--- config.mk ---
export PLATFORM = sky130hd
export DESIGN_NAME = mem_port_arbiter_flat
export DESIGN_NICKNAME = d
export VERILOG_FILES = /design/src/rtl/mem_port_arbiter_if.sv /design/src/rtl/mem_port_arbiter.sv /design/src/flat_wrapper.sv
export SDC_FILE = /design/constraint.sdc
export NUM_CORES = 1
export LEC_CHECK = 0
export BUFFER_PORTS_ARGS = -buffer_cell sky130_fd_sc_hd__buf_2
export CORE_ASPECT_RATIO = 1.75
export CORE_MARGIN = 8
export CORE_UTILIZATION = 49
export DETAILED_ROUTE_END_ITERATION = 8
export MAX_ROUTING_LAYER = met4
export PLACE_DENSITY = 0.84
export SYNTH_ARGS = -nofsm -noshare
export SYNTH_HDL_FRONTEND = slang
export SYNTH_SLANG_ARGS = --single-unit
export TNS_END_PERCENT = 10
--- constraint.sdc ---
create_clock -name clk -period 2.7 [get_ports clk]
set_clock_uncertainty 0.1 [all_clocks]
set_input_delay 0.27 -clock clk [delete_from_list [all_inputs] [get_ports clk]]
set_output_delay 0.27 -clock clk [all_outputs]
set_load 0.05 [all_outputs]
--- src/rtl/mem_port_arbiter_if.sv ---
// mem_port_arbiter_if: bundles the fetch, data, memory and status signals of
// mem_port_arbiter.
//   slave  modport : arbiter side (requests/memory response in, acks/memory
//                    request/stalls/error out)
//   master modport : environment side (requesters and memory model)
// With MEM_ARB_STATS_EN defined, the 16-bit statistics outputs are added.
interface mem_port_arbiter_if #(
  parameter int unsigned ADDR_WIDTH = 32,
  parameter int unsigned DATA_WIDTH = 32
);
  logic                  if_req;
  logic [ADDR_WIDTH-1:0] if_addr;
  logic [DATA_WIDTH-1:0] if_rdata;
  logic                  if_ack;
  logic                  dm_ren;
  logic                  dm_wen;
  logic [ADDR_WIDTH-1:0] dm_addr;
  logic [DATA_WIDTH-1:0] dm_wdata;
  logic [DATA_WIDTH-1:0] dm_rdata;
  logic                  dm_ack;
  logic                  mem_req;
  logic                  mem_we;
  logic [ADDR_WIDTH-1:0] mem_addr;
  logic [DATA_WIDTH-1:0] mem_wdata;
  logic [DATA_WIDTH-1:0] mem_rdata;
  logic                  mem_ack;
  logic                  stall_if;
  logic                  stall_mem;
  logic                  bus_err;
`ifdef MEM_ARB_STATS_EN
  logic [15:0]           stat_if_grants;
  logic [15:0]           stat_dm_grants;
  logic [15:0]           stat_wait;
`endif

  modport slave (
    input  if_req, if_addr, dm_ren, dm_wen, dm_addr, dm_wdata, mem_rdata, mem_ack,
    output if_rdata, if_ack, dm_rdata, dm_ack, mem_req, mem_we, mem_addr, mem_wdata,
           stall_if, stall_mem, bus_err
`ifdef MEM_ARB_STATS_EN
    , output stat_if_grants, stat_dm_grants, stat_wait
`endif
  );

  modport master (
    output if_req, if_addr, dm_ren, dm_wen, dm_addr, dm_wdata, mem_rdata, mem_ack,
    input  if_rdata, if_ack, dm_rdata, dm_ack, mem_req, mem_we, mem_addr, mem_wdata,
           stall_if, stall_mem, bus_err
`ifdef MEM_ARB_STATS_EN
    , input stat_if_grants, stat_dm_grants, stat_wait
`endif
  );
endinterface

--- src/rtl/mem_port_arbiter.sv ---
// mem_port_arbiter: shares one single-port memory between instruction fetch
// and data access, one transaction at a time, with fetch starvation
// protection and a memory-timeout watchdog.
// Ports:
//   clk  - clock, rising edge
//   rst  - synchronous reset, active low
//   bus  - mem_port_arbiter_if.slave: fetch request/ack/rdata, data
//          read/write request/ack/rdata, memory req/we/addr/wdata/rdata/ack,
//          stall_if/stall_mem (combinational), sticky bus_err
// Optional feature macro: MEM_ARB_STATS_EN adds saturating 16-bit counters
// stat_if_grants, stat_dm_grants and stat_wait on the interface.
module mem_port_arbiter #(
  parameter int unsigned ADDR_WIDTH   = 32,
  parameter int unsigned DATA_WIDTH   = 32,
  parameter int unsigned STARVE_LIMIT = 4,
  parameter int unsigned TIMEOUT      = 15
) (
  input logic              clk,
  input logic              rst,
  mem_port_arbiter_if.slave bus
);

  localparam int unsigned STREAK_W = $clog2(STARVE_LIMIT + 1);
  localparam int unsigned WD_W     = $clog2(TIMEOUT + 1);
  localparam logic [STREAK_W-1:0] STREAK_MAX = STREAK_W'(STARVE_LIMIT);
  localparam logic [WD_W-1:0]     WD_LAST    = WD_W'(TIMEOUT - 1);

  typedef enum logic [1:0] {
    IDLE    = 2'd0,
    BUSY_IF = 2'd1,
    BUSY_DM = 2'd2,
    DONE    = 2'd3
  } state_t;

  state_t              state;
  logic [STREAK_W-1:0] streak;   // consecutive data grants while fetch waited
  logic [WD_W-1:0]     wd;       // BUSY cycles elapsed minus one
  logic                dm_pend;
  logic                dm_win;
  logic                timeout_hit;

  // Data wins unless fetch is waiting and data already had its quota.
  assign dm_pend     = bus.dm_ren | bus.dm_wen;
  assign dm_win      = dm_pend & (~bus.if_req | (streak < STREAK_MAX));
  assign timeout_hit = (wd == WD_LAST);

  assign bus.stall_if  = bus.if_req & ~bus.if_ack;
  assign bus.stall_mem = dm_pend & ~bus.dm_ack;

  // Arbitration FSM with registered memory-side and requester-side outputs.
  always_ff @(posedge clk) begin
    if (!rst) begin
      state         <= IDLE;
      streak        <= '0;
      wd            <= '0;
      bus.mem_req   <= 1'b0;
      bus.mem_we    <= 1'b0;
      bus.mem_addr  <= ADDR_WIDTH'(0);
      bus.mem_wdata <= DATA_WIDTH'(0);
      bus.if_rdata  <= DATA_WIDTH'(0);
      bus.dm_rdata  <= DATA_WIDTH'(0);
      bus.if_ack    <= 1'b0;
      bus.dm_ack    <= 1'b0;
      bus.bus_err   <= 1'b0;
    end else begin
      case (state)
        IDLE: begin
          wd <= '0;
          if (dm_win) begin
            state         <= BUSY_DM;
            bus.mem_req   <= 1'b1;
            bus.mem_we    <= bus.dm_wen;  // read+write together is a write
            bus.mem_addr  <= bus.dm_addr;
            bus.mem_wdata <= bus.dm_wdata;
            streak        <= bus.if_req ? streak + STREAK_W'(1) : '0;
          end else if (bus.if_req) begin
            state         <= BUSY_IF;
            bus.mem_req   <= 1'b1;
            bus.mem_we    <= 1'b0;
            bus.mem_addr  <= bus.if_addr;
            bus.mem_wdata <= DATA_WIDTH'(0);
            streak        <= '0;
          end
        end
        BUSY_IF, BUSY_DM: begin
          if (bus.mem_ack || timeout_hit) begin
            state       <= DONE;
            bus.mem_req <= 1'b0;
            bus.mem_we  <= 1'b0;
            wd          <= '0;
            if (!bus.mem_ack) begin
              bus.bus_err <= 1'b1;
            end
            if (state == BUSY_IF) begin
              bus.if_ack   <= 1'b1;
              bus.if_rdata <= bus.mem_ack ? bus.mem_rdata : DATA_WIDTH'(0);
            end else begin
              bus.dm_ack   <= 1'b1;
              bus.dm_rdata <= (bus.mem_ack && !bus.mem_we) ? bus.mem_rdata
                                                            : DATA_WIDTH'(0);
            end
          end else begin
            wd <= wd + WD_W'(1);
          end
        end
        DONE: begin
          bus.if_ack <= 1'b0;
          bus.dm_ack <= 1'b0;
          state      <= IDLE;
        end
        default: state <= IDLE;
      endcase
    end
  end

`ifdef MEM_ARB_STATS_EN
  // Saturating grant and stall-cycle counters.
  always_ff @(posedge clk) begin
    if (!rst) begin
      bus.stat_if_grants <= 16'd0;
      bus.stat_dm_grants <= 16'd0;
      bus.stat_wait      <= 16'd0;
    end else begin
      if (state == IDLE && dm_win && bus.stat_dm_grants != 16'hFFFF) begin
        bus.stat_dm_grants <= bus.stat_dm_grants + 16'd1;
      end
      if (state == IDLE && !dm_win && bus.if_req && bus.stat_if_grants != 16'hFFFF) begin
        bus.stat_if_grants <= bus.stat_if_grants + 16'd1;
      end
      if ((bus.stall_if || bus.stall_mem) && bus.stat_wait != 16'hFFFF) begin
        bus.stat_wait <= bus.stat_wait + 16'd1;
      end
    end
  end
`endif

endmodule

--- src/flat_wrapper.sv ---
// flat-port wrapper written by rule: the top's interface ports become plain ports
module mem_port_arbiter_flat 
#(
  parameter int unsigned ADDR_WIDTH   = 32,
  parameter int unsigned DATA_WIDTH   = 32,
  parameter int unsigned STARVE_LIMIT = 4,
  parameter int unsigned TIMEOUT      = 15
)
  (clk, rst, bus_if_req, bus_if_addr, bus_dm_ren, bus_dm_wen, bus_dm_addr, bus_dm_wdata, bus_mem_rdata, bus_mem_ack, bus_if_rdata, bus_if_ack, bus_dm_rdata, bus_dm_ack, bus_mem_req, bus_mem_we, bus_mem_addr, bus_mem_wdata, bus_stall_if, bus_stall_mem, bus_bus_err);
  mem_port_arbiter_if #(.ADDR_WIDTH(ADDR_WIDTH), .DATA_WIDTH(DATA_WIDTH)) bus_i ();
  input logic clk;
  input logic rst;
  input wire logic [$bits(bus_i.if_req)-1:0] bus_if_req;
  input wire logic [$bits(bus_i.if_addr)-1:0] bus_if_addr;
  input wire logic [$bits(bus_i.dm_ren)-1:0] bus_dm_ren;
  input wire logic [$bits(bus_i.dm_wen)-1:0] bus_dm_wen;
  input wire logic [$bits(bus_i.dm_addr)-1:0] bus_dm_addr;
  input wire logic [$bits(bus_i.dm_wdata)-1:0] bus_dm_wdata;
  input wire logic [$bits(bus_i.mem_rdata)-1:0] bus_mem_rdata;
  input wire logic [$bits(bus_i.mem_ack)-1:0] bus_mem_ack;
  output wire logic [$bits(bus_i.if_rdata)-1:0] bus_if_rdata;
  output wire logic [$bits(bus_i.if_ack)-1:0] bus_if_ack;
  output wire logic [$bits(bus_i.dm_rdata)-1:0] bus_dm_rdata;
  output wire logic [$bits(bus_i.dm_ack)-1:0] bus_dm_ack;
  output wire logic [$bits(bus_i.mem_req)-1:0] bus_mem_req;
  output wire logic [$bits(bus_i.mem_we)-1:0] bus_mem_we;
  output wire logic [$bits(bus_i.mem_addr)-1:0] bus_mem_addr;
  output wire logic [$bits(bus_i.mem_wdata)-1:0] bus_mem_wdata;
  output wire logic [$bits(bus_i.stall_if)-1:0] bus_stall_if;
  output wire logic [$bits(bus_i.stall_mem)-1:0] bus_stall_mem;
  output wire logic [$bits(bus_i.bus_err)-1:0] bus_bus_err;
  assign bus_i.if_req = bus_if_req;
  assign bus_i.if_addr = bus_if_addr;
  assign bus_i.dm_ren = bus_dm_ren;
  assign bus_i.dm_wen = bus_dm_wen;
  assign bus_i.dm_addr = bus_dm_addr;
  assign bus_i.dm_wdata = bus_dm_wdata;
  assign bus_i.mem_rdata = bus_mem_rdata;
  assign bus_i.mem_ack = bus_mem_ack;
  assign bus_if_rdata = bus_i.if_rdata;
  assign bus_if_ack = bus_i.if_ack;
  assign bus_dm_rdata = bus_i.dm_rdata;
  assign bus_dm_ack = bus_i.dm_ack;
  assign bus_mem_req = bus_i.mem_req;
  assign bus_mem_we = bus_i.mem_we;
  assign bus_mem_addr = bus_i.mem_addr;
  assign bus_mem_wdata = bus_i.mem_wdata;
  assign bus_stall_if = bus_i.stall_if;
  assign bus_stall_mem = bus_i.stall_mem;
  assign bus_bus_err = bus_i.bus_err;
  mem_port_arbiter #(.ADDR_WIDTH(ADDR_WIDTH), .DATA_WIDTH(DATA_WIDTH), .STARVE_LIMIT(STARVE_LIMIT), .TIMEOUT(TIMEOUT)) u_core (.clk(clk), .rst(rst), .bus(bus_i));
endmodule
After elaboration in Yosys (flattened, before gate mapping)
Cells that the tools add are included.
{"block": "op_classes", "n_addsub": 2, "order_cmp": 1, "n_eq_ne": 8, "n_mux": 28, "bitwise_logic": 10, "reduce_logical": 16}
{"cell": "32-bit two-way mux", "n": 6}
{"cell": "3-bit AND reduction", "n": 6}
{"cell": "1-bit two-way mux", "n": 9}
{"cell": "3-bit two-way mux", "n": 3}
{"cell": "1-bit case mux with 2 select lines", "n": 4}
{"cell": "4-bit case mux with 2 select lines", "n": 1}
{"cell": "2-bit two-way mux", "n": 3}
{"cell": "2-bit case mux with 3 select lines", "n": 1}
{"cell": "2-bit nonzero test", "n": 3}
{"cell": "1-bit inverter", "n": 5}
{"cell": "4-bit by 1-bit adder with 4-bit output, second input constant", "n": 1}
{"cell": "2-bit equality test, second input constant", "n": 2}
{"cell": "4-bit equality test, second input constant", "n": 1}
{"cell": "4-bit two-way mux", "n": 1}
{"cell": "2-bit by 1-bit inequality test with 1-bit output, second input constant", "n": 2}
{"cell": "2-bit AND reduction", "n": 2}
{"cell": "3-bit by 1-bit adder with 3-bit output, second input constant", "n": 1}
{"cell": "1-bit AND", "n": 3}
{"cell": "3-bit < comparator, second input constant", "n": 1}
{"cell": "3-bit by 2-bit inequality test with 1-bit output, second input constant", "n": 1}
{"cell": "2-bit by 1-bit equality test with 1-bit output, second input constant", "n": 1}
{"cell": "2-bit logical NOT", "n": 1}
{"cell": "2-bit inequality test, second input constant", "n": 1}
{"cell": "1-bit OR", "n": 2}
{"cell": "4 further kinds", "n": 4}
{"block": "totals", "ff_bits": 142, "inputBits": 134, "output_inout_bits": 135}

Longest topological paths before layout
{"block": "logic_depth", "depth_word": 5, "mapped_depth": 8, "mapped_depth_nobuf": 6}

Least setup slack after synthesis
Ideal clock, no wire load.
{"block": "synth_path", "path_type": "reg2reg", "startpoint": "register u_core.state[0]", "endpoint": "register u_core.state[1]", "setup_time_ns": 0.091, "arrival_time_ns": 1.429, "required_ns": 2.509, "setup_slack_ns": 1.080, "stages_incl_launch_ff": 7, "n_path_buf": 0, "cell_sequence": "dfxtp_1 -> inv_1 -> ha_1 -> nor2b_2 -> a22oi_2 -> nor2_1 -> a311oi_1"}
{"block": "synth_between", "elab_chain_cells": 4, "elab_cells_between_ends": 9, "classes_between": "eq/ne (5); mux (1); reduce/logical (3)"}
{"item": "from (decl)", "line": "mem_port_arbiter.sv:35", "rtl": "state_t state;"}
{"item": "from (signal assigned)", "line": "mem_port_arbiter.sv:53", "rtl": "state <= IDLE;"}
{"item": "from (signal assigned)", "line": "mem_port_arbiter.sv:70", "rtl": "state <= BUSY_DM;"}
{"item": "from (signal assigned)", "line": "mem_port_arbiter.sv:77", "rtl": "state <= BUSY_IF;"}
{"item": "2-bit equality test or 2-bit by 1-bit equality test with 1-bit output (tied branches)", "line": "mem_port_arbiter.sv:66", "rtl": "case (state)"}
{"item": "2-bit OR reduction", "line": "mem_port_arbiter.sv:66"}
{"item": "2-bit by 1-bit inequality test with 1-bit output (no source line)"}
{"item": "2-bit AND reduction (no source line)"}
Several ways; a longest one is shown, not always the timed one.
A chain may end at the register's enable or synchronous reset.

Worst setup path in the final report
{"block": "layout_path", "startpoint": "register u_core.state[0]", "endpoint": "register u_core.bus.mem_addr[16]"}
{"block": "layout_between", "elab_chain_cells": 2}
{"item": "2-bit logical NOT", "line": "mem_port_arbiter.sv:66"}
{"item": "2-bit AND reduction (no source line)"}
{"item": "to (signal assigned)", "line": "mem_port_arbiter.sv:73", "rtl": "bus.mem_addr <= bus.dm_addr;"}
{"item": "to (signal assigned)", "line": "mem_port_arbiter.sv:80", "rtl": "bus.mem_addr <= bus.if_addr;"}
{"item": "to (decl)", "line": "mem_port_arbiter_if.sv:38", "rtl": "output if_rdata, if_ack, dm_rdata, dm_ack, mem_req, mem_we, mem_addr, mem_wdata,"}
No other way between the ends.

==> results.sh <==
export IMPL_cts_root_buf="clkbuf_16"
export IMPL_drtIter0Drc=284
export IMPL_fp_coreArea_um2=11000
export IMPL_p_int_w=0.00489
export IMPL_flow_area_growth_from_synthesis_pct=39.7
export IMPL_min_delay_path_class="input pin to flip-flop"
export IMPL_timing_critical_path_to_type="flip-flop"
export IMPL_routabilityCongestion=0.799
export IMPL_setup_violations=0
export IMPL_crit_chain="inv_1 -> ha_1 -> nor2b_4 -> buf_12 -> o21ai_0 -> a21oi_1"
export IMPL_fmax_mhz=493
export IMPL_port_buffer_count=268
export IMPL_dp_cells=918
export IMPL_crit_arrival_ns=2.27
export IMPL_pwr_share_clk_pct=26.5
export IMPL_synth_mux_area_fraction_pct=6.20
export IMPL_initial_utilization_pct=49.7
export IMPL_top_cell_type_s_share_of_synthesized_area_pct=51.8
export IMPL_crit_path_top_delay_cell="nor2b_4"
export IMPL_synth_async_sr_flop_share_pct=0
export IMPL_syn_inst=555
export IMPL_grt_remaining_overflow=0
export IMPL_grt_total_usage_pct=22.5
export IMPL_min_delay_path_depth=2
export IMPL_tritoncts="yes"
export IMPL_routed_via_density=5.33
export IMPL_route_antenna_remaining_nets=0
export IMPL_synth_xor_xnor_area_share_pct=0
export IMPL_synth_top_cells_by_area="dfxtp_1 52%, mux2i_1 6.2%, a22o_1 5.1%, o21ai_0 5.1%, a21oi_1 3.9%"
export IMPL_path_delay_family="simple AND/OR/NAND/NOR gates"
export IMPL_placement_rows=51
export IMPL_number_of_nets_produced_by_synthesis=696
export IMPL_yosysTopAreaCell="dfxtp_1"
export IMPL_power_density_nw_per_um2=1130
export IMPL_slew_viol_final=0
export IMPL_clk_insertion_delay_late_ns=0.40
export IMPL_worst_endpoint_required_ns=2.94
export IMPL_r2r_start="u_core.state[0]"
export IMPL_relSlewSlack_pct=27.9
export IMPL_critPathLaunchType="flip-flop"
export IMPL_die_h_um=156
export IMPL_finish_cell_count_without_fillers=982
export IMPL_min_to="u_core.bus.if_rdata[1]"
export IMPL_first_pass_grt_wire_length_um=26000
export IMPL_syn_avg_cell_area_um2=9.89
export IMPL_tritoncts_num_buffers=17
export IMPL_synth_seq_cells=142
export IMPL_worst_r2r_path_depth=6
export IMPL_max_stage_delay_ns=0.48
export IMPL_routed_via_count=5237
export IMPL_ys_types=45
export IMPL_cts_htree_levels=4
export IMPL_drt_pass1_iterations=5
export IMPL_antenna_found_initial=1
export IMPL_worst_min_delay_path_startpoint="bus_mem_rdata[1]"
export IMPL_floorplan_io_pins=269
export IMPL_die_area_um2=15000
export IMPL_synth_edff_count=0
export IMPL_unrepaired_setup_endpoints_after_global_routing="no"
export IMPL_fin_area_um2=7670
export IMPL_synth_fa_ha_area_share_pct=1.60
export IMPL_status="completed"
export IMPL_power_leakage_nw=3.58
export IMPL_yosys_most_used_dff="dfxtp_1"
export IMPL_worst_slew_pin_slew_ns=1.08
export IMPL_drcViolationCount=0
export IMPL_power_net_switching_w=0.00382
export IMPL_report_power_total_w=0.00870
export IMPL_critical_path_n_buffers_inverters=2
export IMPL_grt_start_max_net_pins=69
export IMPL_route_detailed_wl_per_inst_um=17.0
export IMPL_drv_max_cap_violation_count=0
export IMPL_post_synth_instance_area_um2=5490
export IMPL_seq_power_share_pct=31.7
export IMPL_rrSetupSlack_ns=0.67
export IMPL_die_width_um=96.0
export IMPL_cts_resized=0
export IMPL_worst_setup_path_type="flip-flop to flip-flop"
export IMPL_holdWs_ns=0.0121
export IMPL_synth_top_family_by_area="compound AO/OA/AOI/OAI gates"
export IMPL_drt_total_wl_um=16700
export IMPL_finalCriticalPeriod_ns=2.03
export IMPL_yosys_warnings=0
export IMPL_final_setup_tns_ns=0
export IMPL_clk_transition_reported_paths_ns=0.07
export IMPL_finish_net_count=977
export IMPL_p_sw_share_pct=43.9
export IMPL_max_vdd_ir_drop_mv=0.744
export IMPL_cts_root_to_sink_buffers=2
export IMPL_cts_num_sinks=142
export IMPL_placedInstanceArea_um2=6770
export IMPL_comb_power_share_pct=41.8
export IMPL_final_period_utilization_pct=75.1
export IMPL_synth_compound_gate_area_share_pct=22.4
export IMPL_via_count_of_the_first_global_routing_pass=5352
export IMPL_crit_path_max_fanout=48
export IMPL_worstReg2RegEnd="u_core.bus.mem_addr[16]"
export IMPL_detailedPlacementHpwl_um=11900
export IMPL_synth_simple_gate_area_share_pct=11.6
export IMPL_synth_seq_area_share_pct=51.8
export IMPL_layout_drive_gt1_share_pct=38.8
export IMPL_hold_viol_final=0
placed cells by master, fill, tap and decap left out, types with 2 or more instances in the layout:
cell type	count
bufinv_16	2
and3_1	2
or3_1	2
clkbuf_16	17
nor2_1	40
o21ai_0	56
a22oi_1	23
a21oi_1	43
inv_6	5
ha_1	7
nand2b_1	5
nor3_1	2
nand4b_1	2
clkbuf_1	2
mux2i_1	34
clkinvlp_4	5
o21ai_1	8
dfxtp_1	142
a22oi_2	10
dlygate4sd3_1	31
inv_1	3
buf_2	268
nand3_1	34
buf_12	2
o21ai_4	2
nand2_1	39
a22o_1	32
nor4b_1	2
buf_4	8
state kept, by name (all words and copies together), names as in the netlist:
| signal | flops |
|---|---|
| u_core.bus.if_ack | 1 |
| u_core.bus.dm_ack | 1 |
| u_core.bus.mem_addr | 32 |
| u_core.state | 2 |
| u_core.bus.if_rdata | 32 |
| u_core.bus.dm_rdata | 32 |
| u_core.bus.mem_wdata | 32 |
| u_core.bus.bus_err | 1 |
| u_core.bus.mem_req | 1 |
| u_core.wd | 4 |
| u_core.bus.mem_we | 1 |
| u_core.streak | 3 |
layer usage:
metal | vias up | track usage (%) | wire (µm)
met2 | 218 | 38.6 | 8720
li1 | 2565 | - | -
met3 | 29 | 5.11 | 1120
met5 | - | - | 0
met4 | 0 | 9.73 | 497
met1 | 2425 | 23.7 | 6350
logic make-up (layout without fill, tap and decap cells):
kind of cell    Yosys count  count (layout)
other cells               0               1
mux                      34              34
compound gates          184             184
simple gates            137             137
buf+inv                  51             345
fa+ha+maj                 7               7
flops                   142             142
layout make-up:
cell class	instances	area [µm²]
Fill cell	861	3370
Sequential cell	142	2840
Multi-Input combinational cell	362	2310
Timing Repair Buffer	309	1750
Clock buffer	19	433
Tap cell	132	165
Clock inverter	13	153
Inverter	4	15.0
Antenna cell	1	2.50
power groups by stage:
stage	Combinational, W	Sequential (W)	Clock, W
after global placement	0.00358	0.00277	0
after global routing	0.00389	0.00281	0.00244
final	0.00364	0.00276	0.00231
after floorplan	0.00155	0.00415	0
after detailed placement	0.00362	0.00278	0
after CTS	0.00366	0.00275	0.00235
Yosys cell counts, types with 7 or more instances:
master	n
a21oi_1	43
a22o_1	32
a22oi_1	23
a22oi_2	10
buf_2	14
buf_6	8
clkbuf_1	13
dfxtp_1	142
ha_1	7
mux2i_1	34
nand2_1	39
nand3_1	34
nor2_1	41
o21ai_0	56
o21ai_1	8
worst max-delay path by stage:
stage,cells after the start,endpoint,startpoint
global placement,5,u_core.bus.mem_addr[20],bus_dm_wen
detailed placement,5,u_core.bus.mem_addr[20],bus_dm_wen
global route,6,u_core.bus.mem_addr[0],u_core.state[0]
finish,6,u_core.bus.mem_addr[16],u_core.state[0]
CTS,6,u_core.bus.mem_addr[20],u_core.state[0]
floorplan,6,u_core.state[1],u_core.state[0]
through the flow:
step / worst slack [ns] / utilization (%)
floorplan: 1.08 / -
CTS: 0.664 / 69.5
global route: 0.491 / 69.5
detailed placement: 0.544 / 61.4
finish: 0.673 / 69.5
global placement: 0.622 / 61.4
timing repair:
action	CTS	global route
hold buffers	31	0
setup buffers	0	0
hold endpoints to repair	31	0
No activity file was read; power rests on OpenSTA's default activity.
